===== src/rtl/int_fu_pkg.sv =====
// Shared types and constants for the integer functional units.
// Covers ALU operation codes, shift kinds and shift-amount sources.
package int_fu_pkg;

    localparam int DATA_WIDTH        = 32;
    localparam int SHIFT_AMOUNT_BITS = 5;

    typedef enum logic [3:0] {
        ALU_ADD    = 4'd0,
        ALU_SUB    = 4'd1,
        ALU_SLT    = 4'd2,
        ALU_SLTU   = 4'd3,
        ALU_AND    = 4'd4,
        ALU_OR     = 4'd5,
        ALU_XOR    = 4'd6,
        ALU_PASS_B = 4'd7
    } alu_code_e;

    typedef enum logic [1:0] {
        SHIFT_SLL = 2'd0,
        SHIFT_SRL = 2'd1,
        SHIFT_SRA = 2'd2,
        SHIFT_ROR = 2'd3
    } shift_type_e;

    typedef enum logic {
        SHIFT_OPND_IMM = 1'b0,
        SHIFT_OPND_REG = 1'b1
    } shift_operand_e;

endpackage


===== src/rtl/barrel_shifter.sv =====
// Combinational barrel shifter (SLL/SRL/SRA/ROR) with carry-out.
// A zero shift amount passes the data through and forwards carry_in.
import int_fu_pkg::*;

module barrel_shifter #(
    parameter int WIDTH    = DATA_WIDTH,
    parameter int AMT_BITS = SHIFT_AMOUNT_BITS
) (
    input  logic [WIDTH-1:0]    data_in,
    input  logic [AMT_BITS-1:0] amount,
    input  logic [1:0]          shift_type,
    input  logic                carry_in,
    output logic [WIDTH-1:0]    data_out,
    output logic                carry_out
);

    // One guard bit on the side bits fall out of; it captures the last bit shifted out.
    logic [WIDTH:0]        sll_ext;
    logic [WIDTH:0]        srl_ext;
    logic signed [WIDTH:0] sra_ext;
    logic [WIDTH-1:0]      ror_val;

    assign sll_ext = {1'b0, data_in} << amount;
    assign srl_ext = {data_in, 1'b0} >> amount;
    assign sra_ext = $signed({data_in, 1'b0}) >>> amount;
    assign ror_val = (data_in >> amount) | (data_in << (WIDTH - int'(amount)));

    always_comb begin
        data_out  = data_in;
        carry_out = carry_in;
        if (amount != '0) begin
            case (shift_type_e'(shift_type))
                SHIFT_SLL: {carry_out, data_out} = sll_ext;
                SHIFT_SRL: {data_out, carry_out} = srl_ext;
                SHIFT_SRA: {data_out, carry_out} = sra_ext;
                SHIFT_ROR: begin
                    data_out  = ror_val;
                    carry_out = ror_val[WIDTH-1];
                end
                default: ;
            endcase
        end
    end

endmodule


===== src/rtl/int_alu_shift_unit.sv =====
// Integer execution-stage unit: combinational ALU plus barrel shifter,
// a 2:1 result select and a single stallable output register.
import int_fu_pkg::*;

module int_alu_shift_unit #(
    parameter int DATA_WIDTH        = int_fu_pkg::DATA_WIDTH,
    parameter int SHIFT_AMOUNT_BITS = int_fu_pkg::SHIFT_AMOUNT_BITS
) (
    input  logic                         clk,
    input  logic                         rst,
    input  logic                         stall,
    input  logic                         in_valid,
    input  logic                         op_sel,
    input  logic [3:0]                   alu_code,
    input  logic [DATA_WIDTH-1:0]        op_a,
    input  logic [DATA_WIDTH-1:0]        op_b,
    input  logic                         shift_operand_type,
    input  logic [1:0]                   shift_type,
    input  logic [SHIFT_AMOUNT_BITS-1:0] imm_shift_amount,
    input  logic                         carry_in,
    output logic                         out_valid,
    output logic [DATA_WIDTH-1:0]        result,
    output logic                         carry_out
);

    logic [DATA_WIDTH-1:0]        alu_result;
    logic [DATA_WIDTH-1:0]        shift_result;
    logic                         shift_carry;
    logic [SHIFT_AMOUNT_BITS-1:0] shift_amt;
    logic [DATA_WIDTH-1:0]        sel_result;
    logic                         sel_carry;

    always_comb begin
        alu_result = '0;
        case (alu_code_e'(alu_code))
            ALU_ADD:    alu_result = op_a + op_b;
            ALU_SUB:    alu_result = op_a - op_b;
            ALU_SLT:    alu_result = DATA_WIDTH'($signed(op_a) < $signed(op_b));
            ALU_SLTU:   alu_result = DATA_WIDTH'(op_a < op_b);
            ALU_AND:    alu_result = op_a & op_b;
            ALU_OR:     alu_result = op_a | op_b;
            ALU_XOR:    alu_result = op_a ^ op_b;
            ALU_PASS_B: alu_result = op_b;
            default:    alu_result = '0;
        endcase
    end

    // Register-sourced amounts use only the low bits of op_b, like RV shift instructions.
    assign shift_amt = (shift_operand_e'(shift_operand_type) == SHIFT_OPND_REG)
                       ? op_b[SHIFT_AMOUNT_BITS-1:0] : imm_shift_amount;

    barrel_shifter #(
        .WIDTH    (DATA_WIDTH),
        .AMT_BITS (SHIFT_AMOUNT_BITS)
    ) u_shifter (
        .data_in    (op_a),
        .amount     (shift_amt),
        .shift_type (shift_type),
        .carry_in   (carry_in),
        .data_out   (shift_result),
        .carry_out  (shift_carry)
    );

    assign sel_result = op_sel ? shift_result : alu_result;
    assign sel_carry  = op_sel ? shift_carry : 1'b0;

    // Reset outranks stall; result/carry load even for invalid slots.
    always_ff @(posedge clk) begin
        if (!rst) begin
            out_valid <= 1'b0;
            result    <= '0;
            carry_out <= 1'b0;
        end else if (!stall) begin
            out_valid <= in_valid;
            result    <= sel_result;
            carry_out <= sel_carry;
        end
    end

endmodule


===== config.mk =====
export PLATFORM = sky130hd
export DESIGN_NAME = int_alu_shift_unit
export DESIGN_NICKNAME = d
export VERILOG_FILES = /design/src/rtl/int_fu_pkg.sv /design/src/rtl/barrel_shifter.sv /design/src/rtl/int_alu_shift_unit.sv
export SDC_FILE = /design/constraint.sdc
export NUM_CORES = 1
export LEC_CHECK = 0
export ABC_AREA = 0
export CORE_MARGIN = 3
export CORE_UTILIZATION = 40
export DETAILED_ROUTE_END_ITERATION = 10
export PLACE_DENSITY = 0.59
export SETUP_SLACK_MARGIN = 0.15
export SYNTH_ARGS = -nofsm -noshare
export SYNTH_HDL_FRONTEND = slang
export SYNTH_SLANG_ARGS = --single-unit

===== constraint.sdc =====
create_clock -name clk -period 7.2 [get_ports clk]
set_input_delay 2.16 -clock clk [delete_from_list [all_inputs] [get_ports clk]]
set_output_delay 2.16 -clock clk [all_outputs]
set_load 0.005 [all_outputs]

==> impl_metrics.json <==
{
  "path_cells": "clkdlybuf4s50_1 > buf_4 > mux2_2 > inv_2 > ha_1 > xnor2_4 > mux2i_1 > mux2i_1 > a211oi_1 > a211o_1 > a31oi_1 > a311oi_1 > a31oi_1",
  "grt_util_all_layers": 0.405,
  "die_area_um2": 33000,
  "max_slew_margin": 0.0588,
  "cts_tree": "yes",
  "antenna_found_initial": 1,
  "ant_nets": 0,
  "syn2layout_area_growth_pct": 14.4,
  "slew_viol_final": 0,
  "peakVddDrop_uv": 84.2,
  "end_kind": "flip-flop",
  "cp-start-kind": "primary input",
  "clkTransAtPathRegs_ns": 0.06,
  "crit_type": "in2reg",
  "portBuffers": 115,
  "finClkSkew_ns": 0,
  "pre_cts_ws_ns": 0.452,
  "avgSynthCellArea_um2": 7.09,
  "async_flop_share": 0,
  "drive_gt1_frac": 0.102,
  "htreeDepth": 2,
  "final_cells": 2183,
  "synth_edf_count": 0,
  "start_util": 0.411,
  "rows": 63,
  "cts_resized": 0,
  "dr.pass1.iters": 7,
  "grt_pass1_wl_um": 101000,
  "place_congestion": 1.11,
  "post-route-drc-count": 0,
  "design_area_um2": 14100,
  "grt_overflow": 0,
  "die_w_um": 182,
  "grt_max_degree": 60,
  "ys_types": 88,
  "rsz0062_at_grt": "false",
  "syn_inst": 1743,
  "drv_cap": 0,
  "post_cts_buffers": 0,
  "grt_pass1_vias": 14346,
  "avgRoutedWirePerCell_um": 32.1,
  "power.density_nw_per_um2": 130,
  "synth-seq-cells": 34,
  "worst_slack_ns": 0.636,
  "root_buffer": "clkbuf_16",
  "setup_violations": 0,
  "clockBufferDepth": 2,
  "cp_max_fo": 32,
  "path_delay_family": "compound AO/OA/AOI/OAI gates",
  "critPathMaxStageDelay_ns": 1.06,
  "die_h_um": 182,
  "cp.arrival_ns": 6.73,
  "hold_ws_ns": 0.489,
  "critPathRequiredTime_ns": 7.37,
  "place.detailed.instances": 2174,
  "vias_per_cell": 7.08,
  "p_leak_nw": 5.86,
  "cts_hold_buf": 0,
  "drt_iter0_drc": 2420,
  "dpl_cell_area_um2": 14000,
  "layout_common_cells": "159 x mux2i_1, 159 x a21oi_1, 158 x nor2_1, 154 x nand2_1, 149 x o21ai_0",
  "fin_crit_ns": 6.56,
  "use_met3": 0.147,
  "final_net_count": 1980,
  "fmax_mhz": 152,
  "cp_slowest_cell": "xnor2_4",
  "grtUsageMet1": 0.556,
  "synthFlopType": "dfxtp_1",
  "io_pins": 116,
  "busiest_layer": "met2",
  "dp_hpwl_um": 53300,
  "yosys_warnings": 0,
  "grt_util_met2": 0.578,
  "cts_buffers": 5,
  "seq_area_frac_synth": 0.0551,
  "synth.cell_area_um2": 12400,
  "clock-sinks": 34,
  "hold_viol_final": 0,
  "hold_path.class": "reg2reg",
  "wl_um": 70100,
  "min_period_over_period": 0.912,
  "crit_buf_inv": 3,
  "status": "finished clean",
  "synth_fp_nets": 1932,
  "clk_latency_ns": 0.29,
  "setup_tns_ns": 0,
  "worstMarginPinSlew_ns": 1.41,
  "vias": 15447,
  "coreArea_um2": 30000
}
==> power breakdown <==
part / switching [mW] / total [mW] / internal (mW) / leakage, nW
Clock: 0.105 / 0.243 / 0.138 / 0.0739
Combinational: 0.882 / 1.38 / 0.496 / 5.50
Sequential: 0.0167 / 0.220 / 0.203 / 0.280
Total: 1.00 / 1.84 / 0.837 / 5.86
==> layer usage <==
layer / routed length (µm) / share of wire
met3: 10000 / 0.14
met4: 3560 / 0.051
met5: 46 / 0.00066
met1: 28200 / 0.40
met2: 28200 / 0.40
==> logic make-up after synthesis <==
group | share of synthesized area
muxes | 0.229
xor gates and xnor gates | 0.0206
DFF | 0.0551
adders and majority gates | 0.110
and+or+nand+nor | 0.171
AOI/OAI and AO/OA | 0.324
buffers and inverters | 0.0905
==> path summary, 6_finish.rpt <==
kind	cells after the start	endpoint	from	slack, ns
worst max-delay path	13	result[30]$_SDFFE_PN0N_	shift_operand_type	0.64
worst min-delay path	2	result[3]$_SDFFE_PN0N_	result[3]$_SDFFE_PN0N_	0.49
worst max register to register	6	result[20]$_SDFFE_PN0N_	result[20]$_SDFFE_PN0N_	5.50
worst min register to register	2	result[3]$_SDFFE_PN0N_	result[3]$_SDFFE_PN0N_	0.49
==> through the flow <==
step / total power, mW / util
2_1_floorplan: 1.04 / -
4_1_cts: 1.77 / 0.470
3_5_place_dp: 1.53 / 0.465
3_3_place_gp: 1.54 / 0.465
5_1_grt: 1.91 / 0.470
6_report: 1.84 / 0.470
==> cells in the mapped netlist (all sizes together), types with 8 or more instances <==
library cell  number  area, µm²
xnor2             22        219
a221o              8       80.1
mux2i            162       1640
buf               45        293
a21o               9       67.6
a22oi             19        143
and3              11       68.8
nor3              38        190
nand2b            13       81.3
mux4              47       1060
o221ai            17        149
and2              12       75.1
o22ai             27        169
nand2            154        578
nor4               8       56.3
inv               99        379
a31oi             38        238
o21ai            151        756
a221oi            25        219
nand3             41        205
o31ai             15        113
ha               105       1310
nor2             158        593
o211ai            32        240
mux2              11        131
o21bai            12       90.1
a21oi            160        805
a211oi            33        253
clkbuf           118        443
nor2b             14       87.6
or3                9       56.3
dfxtp             34        681
==> final cells by class <==
cell class / count / area (µm²)
clock buffer: 7 / 143
timing repair buffer: 204 / 1830
sequential: 34 / 681
clock inverter: 1 / 5.00
multi-input combinational: 1446 / 10600
fill: 3160 / 15900
tap: 390 / 488
antenna: 1 / 2.50
inverter: 100 / 383
==> worst min-delay path, stage by stage (launching register included) <==
cell      delay, ns
dfxtp_1        0.31
nor2_1         0.08
a211oi_1       0.05
==> flip-flops by register name, indices dropped and copies added (netlist names) <==
| name | count |
|---|---|
| carry_out | 1 |
| out_valid | 1 |
| result | 32 |
Power figures use the tool's default switching activity.
